## config.mk

```make
export PLATFORM = sky130hd
export DESIGN_NAME = wb_copy_master
export DESIGN_NICKNAME = d
export VERILOG_FILES = /design/src/rtl/wb_copy_master.sv
export SDC_FILE = /design/constraint.sdc
export NUM_CORES = 1
export LEC_CHECK = 0
export BUFFER_PORTS_ARGS = -buffer_cell sky130_fd_sc_hd__buf_2
export CORE_MARGIN = 2
export CORE_UTILIZATION = 55
export CTS_CLUSTER_DIAMETER = 30
export DETAILED_ROUTE_END_ITERATION = 7
export PLACE_DENSITY = 0.79
export RECOVER_POWER = 50
export SLEW_MARGIN = 20
export SYNTH_ARGS = -nofsm -noshare
export SYNTH_HDL_FRONTEND = slang
export SYNTH_SLANG_ARGS = --single-unit
```

## constraint.sdc

```tcl
create_clock -name clk -period 8.4 [get_ports clk]
set_clock_uncertainty 0.15 [all_clocks]
set_input_delay 1.68 -clock clk [delete_from_list [all_inputs] [get_ports clk]]
set_output_delay 1.68 -clock clk [all_outputs]
set_load 0.02 [all_outputs]
```

## src/rtl/wb_copy_master.sv

```systemverilog
// Wishbone block-copy master: word-at-a-time read-then-write engine with a
// single-word holding buffer and a per-access ack timeout.
module wb_copy_master #(
  parameter int LEN_W   = 14,
  parameter int TIMEOUT = 255
) (
  input  logic             clk,
  input  logic             rst,
  input  logic             start,
  input  logic [18:0]      src_adr,
  input  logic [18:0]      dst_adr,
  input  logic [LEN_W-1:0] len,
  output logic             busy,
  output logic             done,
  output logic             err,
  output logic [18:0]      wb_adr_o,
  output logic [15:0]      wb_dat_o,
  input  logic [15:0]      wb_dat_i,
  output logic             wb_we_o,
  output logic             wb_tga_o,
  output logic [1:0]       wb_sel_o,
  output logic             wb_stb_o,
  output logic             wb_cyc_o,
  input  logic             wb_ack_i
);

  localparam int TW = (TIMEOUT < 2) ? 1 : $clog2(TIMEOUT + 1);
  localparam logic [TW-1:0] WAIT_LAST = TW'((TIMEOUT > 0) ? TIMEOUT - 1 : 0);

  typedef enum logic [1:0] {S_IDLE, S_RD, S_WR, S_DONE} state_e;

  state_e           state_q, state_d;
  logic [18:0]      src_q, src_d, dst_q, dst_d, adr_q, adr_d;
  logic [LEN_W-1:0] cnt_q, cnt_d;
  logic [TW-1:0]    wait_q, wait_d;
  logic [15:0]      dat_q, dat_d;
  logic             err_q, err_d, done_q, done_d, busy_q, busy_d;
  logic             cyc_q, cyc_d, we_q, we_d;
  logic             expire_s;

  // The access has waited its last allowed cycle without an ack.
  assign expire_s = (TIMEOUT != 0) && (wait_q == WAIT_LAST);

  // Next-state logic; bus outputs are derived from the next state so they are registered.
  always_comb begin
    state_d = state_q;
    src_d   = src_q;
    dst_d   = dst_q;
    cnt_d   = cnt_q;
    dat_d   = dat_q;
    err_d   = err_q;
    case (state_q)
      S_IDLE: begin
        if (start) begin
          src_d   = src_adr;
          dst_d   = dst_adr;
          cnt_d   = len;
          err_d   = 1'b0;
          state_d = (len != '0) ? S_RD : S_DONE;
        end else begin
          state_d = S_IDLE;
        end
      end
      S_RD: begin
        if (wb_ack_i) begin
          dat_d   = wb_dat_i;
          state_d = S_WR;
        end else if (expire_s) begin
          err_d   = 1'b1;
          state_d = S_DONE;
        end else begin
          state_d = S_RD;
        end
      end
      S_WR: begin
        if (wb_ack_i) begin
          src_d   = src_q + 19'd1;
          dst_d   = dst_q + 19'd1;
          cnt_d   = cnt_q - LEN_W'(1);
          state_d = (cnt_q == LEN_W'(1)) ? S_DONE : S_RD;
        end else if (expire_s) begin
          err_d   = 1'b1;
          state_d = S_DONE;
        end else begin
          state_d = S_WR;
        end
      end
      S_DONE:  state_d = S_IDLE;
      default: state_d = S_IDLE;
    endcase

    // Every RD->WR->RD hop is a state change, so the wait count restarts per access.
    if ((state_d == state_q) && ((state_q == S_RD) || (state_q == S_WR))) begin
      wait_d = wait_q + TW'(1);
    end else begin
      wait_d = '0;
    end

    cyc_d  = (state_d == S_RD) || (state_d == S_WR);
    we_d   = (state_d == S_WR);
    done_d = (state_d == S_DONE);
    busy_d = (state_d != S_IDLE);
    case (state_d)
      S_RD:    adr_d = src_d;
      S_WR:    adr_d = dst_d;
      default: adr_d = adr_q;
    endcase
  end

  // State and output registers; reset drops cyc/stb without waiting for a clock.
  always_ff @(posedge clk or negedge rst) begin
    if (!rst) begin
      state_q <= S_IDLE;
      src_q   <= 19'd0;
      dst_q   <= 19'd0;
      adr_q   <= 19'd0;
      cnt_q   <= '0;
      wait_q  <= '0;
      dat_q   <= 16'd0;
      err_q   <= 1'b0;
      done_q  <= 1'b0;
      busy_q  <= 1'b0;
      cyc_q   <= 1'b0;
      we_q    <= 1'b0;
    end else begin
      state_q <= state_d;
      src_q   <= src_d;
      dst_q   <= dst_d;
      adr_q   <= adr_d;
      cnt_q   <= cnt_d;
      wait_q  <= wait_d;
      dat_q   <= dat_d;
      err_q   <= err_d;
      done_q  <= done_d;
      busy_q  <= busy_d;
      cyc_q   <= cyc_d;
      we_q    <= we_d;
    end
  end

  assign busy     = busy_q;
  assign done     = done_q;
  assign err      = err_q;
  assign wb_adr_o = adr_q;
  assign wb_dat_o = dat_q;
  assign wb_we_o  = we_q;
  assign wb_stb_o = cyc_q;
  assign wb_cyc_o = cyc_q;
  assign wb_tga_o = 1'b0;
  assign wb_sel_o = 2'b11;

endmodule

```

==> out/qor.yml, run 1 <==
sta:
  min_period_ns: 6.250
  rsz0062_at_grt: "false"
  setup_ws_ns: 2.150
  setup_viol: 0
  final-hold-violation-count: 0
  max-slew-margin-rel_pct: -57.62
  tightestPinTransition_ns: 2.364
  fmax_mhz: 160.0
  fin_crit_sh_pct: 74.41
  fin_tns_setup_ns: 0
  maxSlewViolCount: 73
global_route:
  antenna_found_initial: 0
  grt_pass1_vias: 5010
  grt_pass1_wl_um: 25230
  grt_start_max_net_pins: 73
  overflow: 0
  track_usage_pct: 27.69
synth:
  synth_seq_area_share_pct: 41.91
  synth_area_leaders: "dfrtp_1 42%, mux2_2 10%, a22oi_1 3.6%, xor2_1 3.0%, o21ai_0 2.7%"
  ys_warn_count: 0
  yosysMostFrequentCell: "dfrtp_1"
  avgSynthCellArea_sq_um: 9.950
  ys_ff_latch: 102
  syn_area_sq_um: 6090
  syn_inst: 612
  synth_common_cells: "102 x dfrtp_1, 54 x mux2_2, 42 x nand2_1, 33 x o21ai_0, 29 x a22oi_1"
  synth_edf_count: 0
  yosysTopAreaCellShare_pct: 41.91
  synth.distinct_cells: 66
  synthFlopType: "dfrtp_1"
  synthArstFlopShare_pct: 100.0
  yosysTopAreaCell: "dfrtp_1"
routing:
  vias: 5245
  wl_per_cell_um: 18.81
  routed_wl_um: 15820
  ant_nets: 0
  viasPerCell: 6.237
  drc: 0
  dr.pass1.iters: 6
  drtIter0Drc: 496
clock_tree:
  root_buffer: "clkbuf_8"
  postCtsSetupBuffers: 0
  worstSkewPairLatency_ns: 0.39
  hold_buffers: 0
  cts_sinks: 102
  path_clk_slew_ns: 0.11
  cts_resized: 0
  numCtsBuffers: 9
  htree_levels: 3
  tritoncts: "built"
  clock_path_buffers: 2
placed_design:
  pre_cts_slack_ns: 3.116
  placed_cells: 825
  hpwlAfterDp_um: 11090
  gp_congestion: 0.8678
  io_buffers: 112
worst_setup_path:
  cp_max_fo: 40
  r2r_slack_ns: 3.89
  crit_type: "in -> reg"
  required_ns: 8.52
  critPathCaptureType: "register"
  rr_endpoint: "wb_adr_o[16]$_DFFE_PN0P_"
  critPathLaunchType: "input port"
  crit-reg2reg-launch: "state_q[0]$_DFF_PN0_"
  reg2reg_depth: 11
  crit_arrival_ns: 6.37
power_and_ir_drop:
  power_density_nw_per_um2: 390.1
  leakage_nw: 2.985
  ir_drop_v: 0.0002376
  finalPower_mw: 2.675
final_layout:
  diodes: 0
  stdcell_count: 841
  nets: 780
  fin_util_pct: 63.25
  area_growth_pct: 12.60
  drive_gt1_share_pct: 24.39
job:
  drv_cap: 2
die:
  die_height_um: 109.2
  io_pins: 116
  start_util_pct: 56.17
  core_area_sq_um: 10840
  die_w_um: 109.2
  dieArea_sq_um: 11930
  core.rowCount: 38
hold_path:
  min_path_cells: 1
  hp-start: "wb_dat_o[5]$_DFFE_PN0P_"
  hold_class: "reg -> reg"
  min_to: "wb_dat_o[5]$_DFFE_PN0P_"
run_status:
  violations: "capacitance limit, slew limit"
  status: "complete, but fails checks"
-- kinds of logic (layout without fill, tap and decap cells) --
family / Yosys count / count (layout) / share of synthesized area, %
AND/OR/NAND/NOR: 180 / 180 / 17.24
AO/OA/AOI/OAI: 148 / 148 / 16.75
flip-flops: 102 / 102 / 41.91
buffers and inverters: 69 / 157 / 4.767
multiplexers: 68 / 68 / 12.29
XOR/XNOR: 31 / 31 / 4.459
adder cells (fa/ha/maj): 12 / 12 / 2.466
other: 2 / 3 / 0.1233
-- stage by stage --
stage          instance area (sq um)  hold WS (ns)
2_1_floorplan                   6093        0.3419
3_3_place_gp                    6671        0.3327
3_5_place_dp                    6671        0.3388
4_1_cts                         6904        0.3628
5_1_grt                         6857        0.3929
6_report                        6857        0.3621
-- worst max path at each step --
stage / from / to / slack (ns) / cells past startpoint
after floorplan: len[12] / wb_adr_o[16]$_DFFE_PN0P_ / 4.26 / 10
after global placement: start / wb_adr_o[16]$_DFFE_PN0P_ / 3.25 / 11
after detailed placement: start / wb_adr_o[16]$_DFFE_PN0P_ / 3.12 / 11
after CTS: start / wb_adr_o[16]$_DFFE_PN0P_ / 3.54 / 11
after global routing: start / wb_adr_o[16]$_DFFE_PN0P_ / 1.93 / 11
final: start / wb_adr_o[16]$_DFFE_PN0P_ / 2.15 / 11
-- where the power goes --
part           switching, mW  internal, mW
registers              0.253         0.718
clock network          0.190         0.175
logic                  0.805         0.534
-- flip-flops by register name, summed over array words and instances (netlist names) --
signal,flops
dst_q,19
cnt_q,14
wb_we_o,1
wb_adr_o,19
state_q,2
wb_dat_o,16
busy,1
err,1
done,1
wb_cyc_o,1
src_q,19
wait_q,8
-- area by class of cell --
class | instances | area (sq um)
flip-flops and latches | 102 | 2552
fillers | 928 | 3984
repair buffers | 117 | 553.0
clock inverters | 7 | 108.9
clock buffers | 9 | 123.9
well taps | 140 | 175.2
multi-input cells | 442 | 3253
inverters | 24 | 90.09
-- cells in the final DEF (no fill, tap or decap), types with 19 or more instances in the layout --
master    synthesis  routed
dfrtp_1         102     102
buf_2            11      79
mux2_2           54      54
nand2_1          42      42
clkbuf_1         21      34
o21ai_0          33      33
a22oi_1          29      29
inv_1            24      24
xor2_1           21      21
nor2_1           20      19
a21oi_1          19      19
-- worst max-delay path, cell delays in order --
cell and delay (ns):
buf_2 0.08, clkbuf_1 1.68, and2_1 0.45, nand2b_1 0.11, nor4_1 0.46, nor3_1 0.14, ha_1 0.90, and2_1 0.47
nand2_1 0.09, o32ai_1 0.23, a21oi_1 0.06
-- layer usage --
layer | wire, um | share of wire [%] | track usage, %
met1 | 7004 | 44 | 38.66
met5 | 0 | 0 | 0
met4 | 378 | 2.4 | 9.584
met3 | 1234 | 7.8 | 7.053
met2 | 7202 | 46 | 42.06
Note: power is estimated with default switching activity, not from simulation.
==> run 2: changes to the inputs <==
Settings changed: ABC_AREA set to 1, PLACE_DENSITY 0.79 to 0.8.
Clock period 8.4 ns to 6.35 ns, I/O delays scaled along.
==> out/qor.yml, run 2 <==
worst_setup_path:
  crit_top_cell: "nand2_1"
  required_ns: 6.47  # -2.05 ns
  critPathLaunchType: "input port"
  slowest_stage: "ha_1"
  cp-startpoint: "wb_ack_i"
  crit_arrival_ns: 4.76  # -1.61 ns
  rr_endpoint: "wb_adr_o[2]$_DFFE_PN0P_"
  critPathCapture: "wb_adr_o[2]$_DFFE_PN0P_"
  crit-reg2reg-launch: "state_q[0]$_DFF_PN0_"
  cp_cell_sequence: "clkbuf_1 > clkinvlp_2 > nand2_1 > nand2_1 > nand3_1 > nand2_1 > nand2_1 > inv_1 > ha_1 > clkinv_1 > a21oi_1 > a21oi_1"
  reg2reg_depth: 14  # +3
  crit_type: "in -> reg"
  r2r_slack_ns: 2.29  # -1.60 ns
  cpPeakStageDelay_ns: 0.71  # -0.97 ns
  cp_max_fo: 21  # -48%
  critPathCaptureType: "register"
clock_tree:
  hold_buffers: 0  # unchanged
  numCtsBuffers: 9  # unchanged
  path_clk_slew_ns: 0.10  # about the same
  worstSkewPairLatency_ns: 0.38  # about the same
  postCtsSetupBuffers: 0  # unchanged
  tritoncts: "built"
  clock_path_buffers: 2  # unchanged
  cts_resized: 0  # unchanged
  htree_levels: 3  # unchanged
  cts_sinks: 102  # unchanged
  root_buffer: "clkbuf_8"
synth:
  yosysTopAreaCell: "dfrtp_1"
  yosysTopAreaCellShare_pct: 43.17  # +1.3 points
  ys_warn_count: 0  # unchanged
  ys_ff_latch: 102  # unchanged
  syn_inst: 748  # +22%
  synthFlopType: "dfrtp_1"
  syn_area_sq_um: 5913  # -2.9%
  avgSynthCellArea_sq_um: 7.905  # -21%
  synth.distinct_cells: 42  # -36%
  yosysMostFrequentCell: "nand2_1"
  synth_edf_count: 0  # unchanged
  synthArstFlopShare_pct: 100.0  # unchanged
  synth_seq_area_share_pct: 43.17  # +1.3 points
  synth_common_cells: "188 x nand2_1, 102 x dfrtp_1, 75 x inv_1, 71 x nand3_1, 59 x nor2_1"
  synth_area_leaders: "dfrtp_1 43%, nand2_1 12%, nand3_1 6.0%, inv_1 4.8%, a22oi_1 4.4%"
power_and_ir_drop:
  leakage_nw: 3.245  # +8.7%
  power_density_nw_per_um2: 484.8  # +24%
  ir_drop_v: 0.0002895  # +22%
  finalPower_mw: 3.227  # +21%
sta:
  min_period_ns: 4.641
  setup_viol: 0  # unchanged
  fmax_mhz: 215.5
  tightestPinTransition_ns: 2.949  # +0.5850 ns
  final-hold-violation-count: 0  # unchanged
  maxSlewViolCount: 90  # +23%
  max-slew-margin-rel_pct: -96.62  # -39 points
  fin_tns_setup_ns: 0  # unchanged
  fin_crit_sh_pct: 73.09
  rsz0062_at_grt: "false"
global_route:
  grt_pass1_vias: 5414  # +8.1%
  antenna_found_initial: 0  # unchanged
  overflow: 0  # unchanged
  grt_start_max_net_pins: 54  # -26%
  grt_pass1_wl_um: 25790  # +2.2%
  track_usage_pct: 28.04  # +0.35 points
final_layout:
  stdcell_count: 987  # +17%
  seq_area_sq_um: 2552  # unchanged
  fin_util_pct: 64.19  # +0.94 points
  fillers: 923  # -0.54%
  layout_common_cells: "188 x nand2_1, 102 x dfrtp_1, 91 x buf_2, 75 x inv_1, 71 x nand3_1"
  nets: 930  # +19%
  diodes: 0  # unchanged
  layout_commonest_cell: "nand2_1"
  area_growth_pct: 12.57  # about the same
  multi_input_area_sq_um: 2867  # -12%
  drive_gt1_share_pct: 17.98  # -6.4 points
die:
  dieArea_sq_um: 11600  # -2.8%
  die_w_um: 107.7  # -1.4%
  die_height_um: 107.7  # -1.4%
  core_area_sq_um: 10370  # -4.3%
  core.rowCount: 37  # -2.6%
  start_util_pct: 57.02  # +0.85 points
  io_pins: 116  # unchanged
routing:
  drc: 0  # unchanged
  ant_nets: 0  # unchanged
  routed_wl_um: 15530  # -1.8%
  dr.pass1.iters: 5  # -1
  viasPerCell: 5.660  # -9.3%
  vias: 5586  # +6.5%
  wl_per_cell_um: 15.73  # -16%
  drtIter0Drc: 609  # +23%
placed_design:
  hpwlAfterDp_um: 11250  # +1.4%
  io_buffers: 112  # unchanged
  placed_cells: 971  # +18%
  gp_congestion: 0.8897  # +2.5%
hold_path:
  hold_class: "reg -> reg"
job:
  drv_cap: 2  # unchanged
run_status:
  status: "complete, but fails checks"
  violations: "capacitance limit, slew limit"
-- run 2: worst min-delay path by stage --
stage                             start                        to  slack [ns]  cells after the start
2_1_floorplan       wait_q[0]$_DFF_PN0_       wait_q[0]$_DFF_PN0_        0.30                      1
3_3_place_gp   wb_adr_o[12]$_DFFE_PN0P_  wb_adr_o[12]$_DFFE_PN0P_        0.32                      2
3_5_place_dp   wb_adr_o[12]$_DFFE_PN0P_  wb_adr_o[12]$_DFFE_PN0P_        0.32                      2
4_1_cts        wb_adr_o[12]$_DFFE_PN0P_  wb_adr_o[12]$_DFFE_PN0P_        0.35                      2
5_1_grt             wait_q[0]$_DFF_PN0_       wait_q[0]$_DFF_PN0_        0.39                      1
6_report       wb_adr_o[11]$_DFFE_PN0P_  wb_adr_o[11]$_DFFE_PN0P_        0.34                      2
-- run 2: per-layer routing --
| metal | part of all wire (%) | track usage [%] | vias up |
|---|---|---|---|
| li1 | - | - | 2654 |
| met1 | 43 | 38.83 | 2672 |
| met2 | 49 | 45.64 | 237 |
| met3 | 6.4 | 4.177 | 23 |
| met4 | 1.8 | 8.608 | 0 |
| met5 | 0 | 0 | - |
-- run 2: area by class of cell --
cell class	count	share of cell area, %
Sequential cell	102	38.35
Tap cell	136	2.556
Multi-Input combinational cell	537	43.06
Inverter	79	4.492
Clock buffer	9	1.861
Timing Repair Buffer	117	8.496
Clock inverter	7	1.184
-- run 2: worst max-delay path, delay by kind of cell --
family                   cells  cell delay (ns)
AO/OA/AOI/OAI                2             0.39
adder cells (fa/ha/maj)      1             0.71
buffers and inverters        4             1.80
AND/OR/NAND/NOR              5             0.58
-- run 2: power breakdown --
part	switching, mW	internal [mW]	leakage, nW
Combinational	1.08	0.531	1.86
Sequential	0.251	0.936	1.28
Clock	0.238	0.187	0.0982
Total	1.57	1.65	3.25
-- run 2: logic make-up (layout without fill, tap and decap cells) --
kind of cell / count (synthesis) / count (layout) / share of synthesized area, %
buf+inv: 110 / 212 / 8.252
xor+xnor: 18 / 18 / 2.666
simple gates: 365 / 365 / 27.47
compound gates: 123 / 123 / 12.74
mux: 16 / 16 / 3.047
flops: 102 / 102 / 43.17
fa+ha+maj: 12 / 12 / 2.539
other cells: 2 / 3 / 0.1270
-- run 2: metrics by stage --
stage	cell area [sq um]	hold WS, ns	setup WS (ns)
after global routing	6656	0.3855	1.206
final	6656	0.3429	1.709
after detailed placement	6500	0.3201	1.809
after CTS	6703	0.3455	2.211
after floorplan	5917	0.3030	3.324
after global placement	6500	0.3185	1.951
==> run 3: changes to the inputs <==
Settings changed: ABC_AREA 1 to 0, PLACE_DENSITY 0.8 to 0.79.
Clock period 6.35 ns to 4.31 ns, I/O delays scaled along.
==> out/qor.yml, run 3 (synthesis gave the netlist of run 1 again) <==
run_status:
  status: "complete, but fails checks"
  violations: "capacitance limit, slew limit"
clock_tree:
  cts_resized: 0  # unchanged
  path_clk_slew_ns: 0.11  # about the same
  cts_sinks: 102  # unchanged
  numCtsBuffers: 9  # unchanged
  postCtsSetupBuffers: 0  # unchanged
  htree_levels: 3  # unchanged
  clock_path_buffers: 2  # unchanged
  hold_buffers: 0  # unchanged
  tritoncts: "built"
  worstSkewPairLatency_ns: 0.39  # about the same
  root_buffer: "clkbuf_8"
global_route:
  track_usage_pct: 27.53  # -0.51 points
  antenna_found_initial: 0  # unchanged
  grt_pass1_vias: 4993  # -7.8%
  overflow: 0  # unchanged
  grt_start_max_net_pins: 85  # +57%
  grt_pass1_wl_um: 25070  # -2.8%
sta:
  maxSlewViolCount: 85  # -5.6%
  rsz0062_at_grt: "false"
  setup_viol: 0  # unchanged
  min_period_ns: 3.679
  fin_crit_sh_pct: 85.37
  fin_tns_setup_ns: 0  # unchanged
  fmax_mhz: 271.8
  hold_slack_ns: 0.3664  # +0.02356 ns
  final-hold-violation-count: 0  # unchanged
  setup_ws_ns: 0.6306  # -1.078 ns
  max-slew-margin-rel_pct: -37.22  # +59 points
  tightestPinTransition_ns: 2.058  # -0.8910 ns
final_layout:
  layout_common_cells: "102 x dfrtp_1, 93 x buf_2, 54 x mux2_2, 42 x nand2_1, 33 x o21ai_0"
  fin_util_pct: 63.31  # -0.88 points
  nets: 783  # -16%
  drive_gt1_share_pct: 26.56  # +8.6 points
  stdcell_count: 844  # -14%
  layout_commonest_cell: "dfrtp_1"
  finalInstanceArea_sq_um: 6863  # +3.1%
  diodes: 0  # unchanged
  area_growth_pct: 12.70
routing:
  dr.pass1.iters: 7  # +2
  ant_nets: 0  # unchanged
  viasPerCell: 6.225  # +10%
  drc: 0  # unchanged
  routed_wl_um: 15790  # +1.7%
  vias: 5254  # -5.9%
  drtIter0Drc: 514  # -16%
  wl_per_cell_um: 18.70  # +19%
worst_setup_path:
  cp-startpoint: "state_q[0]$_DFF_PN0_"
  critPathCaptureType: "register"
  crit-reg2reg-launch: "state_q[0]$_DFF_PN0_"
  r2r_slack_ns: 0.63  # -1.66 ns
  crit_arrival_ns: 3.78  # -0.98 ns
  reg2reg_depth: 11  # -3
  required_ns: 4.41  # -2.06 ns
  critPathCapture: "wb_adr_o[16]$_DFFE_PN0P_"
  cp_max_fo: 9  # -57%
  crit_type: "reg -> reg"
  critPathLaunchType: "register"
  rr_endpoint: "wb_adr_o[16]$_DFFE_PN0P_"
die:
  die_height_um: 109.2  # +1.4%
  core.rowCount: 38  # +2.7%
  dieArea_sq_um: 11930  # +2.9%
  die_w_um: 109.2  # +1.4%
  io_pins: 116  # unchanged
  core_area_sq_um: 10840  # +4.5%
  start_util_pct: 56.17  # -0.85 points
placed_design:
  io_buffers: 112  # unchanged
  placed_cells: 828  # -15%
  pre_cts_slack_ns: 0.5738  # -1.235 ns
  hpwlAfterDp_um: 11160  # -0.80%
  dpl_cell_area_sq_um: 6694  # +3.0%
  gp_congestion: 0.8850  # -0.53%
hold_path:
  hold_class: "reg -> reg"
power_and_ir_drop:
  ir_drop_v: 0.0004021  # +39%
  leakage_nw: 3.023  # -6.8%
  power_density_nw_per_um2: 754.6  # +56%
  finalPower_mw: 5.179  # +60%
job:
  drv_cap: 1  # -1
## run 3: cell types whose count changed in the layout (fill, tap and decap cells not counted), moves of 13 or more
cell / delta
nand3_1: -53
mux2_2: +38
nor2_1: -41
o21ai_1: -13
inv_1: -51
nand2_1: -146
mux2i_1: +14
## run 3: worst max-delay path, cell delays in order, from the launching register on
cell and delay (ns):
dfrtp_1 0.48, inv_1 0.10, ha_1 0.31, or4b_2 0.68, nor4_2 0.34, nor3_1 0.11
inv_1 0.12, ha_1 0.36, and2_1 0.45, nand2_1 0.10, o32ai_1 0.23, a21oi_1 0.09
## run 3: worst min path at each step
stage	start	endpoint	slack [ns]	depth (start not counted)
after floorplan	wait_q[0]$_DFF_PN0_	wait_q[0]$_DFF_PN0_	0.34	1
after global placement	wb_dat_o[6]$_DFFE_PN0P_	wb_dat_o[6]$_DFFE_PN0P_	0.33	1
after detailed placement	wb_dat_o[15]$_DFFE_PN0P_	wb_dat_o[15]$_DFFE_PN0P_	0.34	1
after CTS	wb_adr_o[11]$_DFFE_PN0P_	wb_adr_o[11]$_DFFE_PN0P_	0.37	2
after global routing	wb_dat_o[15]$_DFFE_PN0P_	wb_dat_o[15]$_DFFE_PN0P_	0.39	1
final	wb_dat_o[13]$_DFFE_PN0P_	wb_dat_o[13]$_DFFE_PN0P_	0.37	1
## run 3: report_power, final
| part | switching (mW) | internal, mW | leakage (nW) |
|---|---|---|---|
| registers | 0.484 | 1.40 | 1.26 |
| clock network | 0.353 | 0.276 | 0.0961 |
| logic | 1.59 | 1.08 | 1.67 |
| total | 2.43 | 2.75 | 3.02 |
## run 3: layer usage
metal	track usage (%)	wire, um
met5	0	0
met4	9.946	392
met3	6.754	1268
met2	41.17	7014
met1	39.01	7112
## run 3: final cells by class
type                       count  area (sq um)
clock inverter                 5         66.31
clock buffer                  11         131.4
multi-input combinational    442          3253
sequential                   102          2552
tap                          140         175.2
fill                         919          3978
inverter                      24         90.09
timing repair buffer         120         594.3
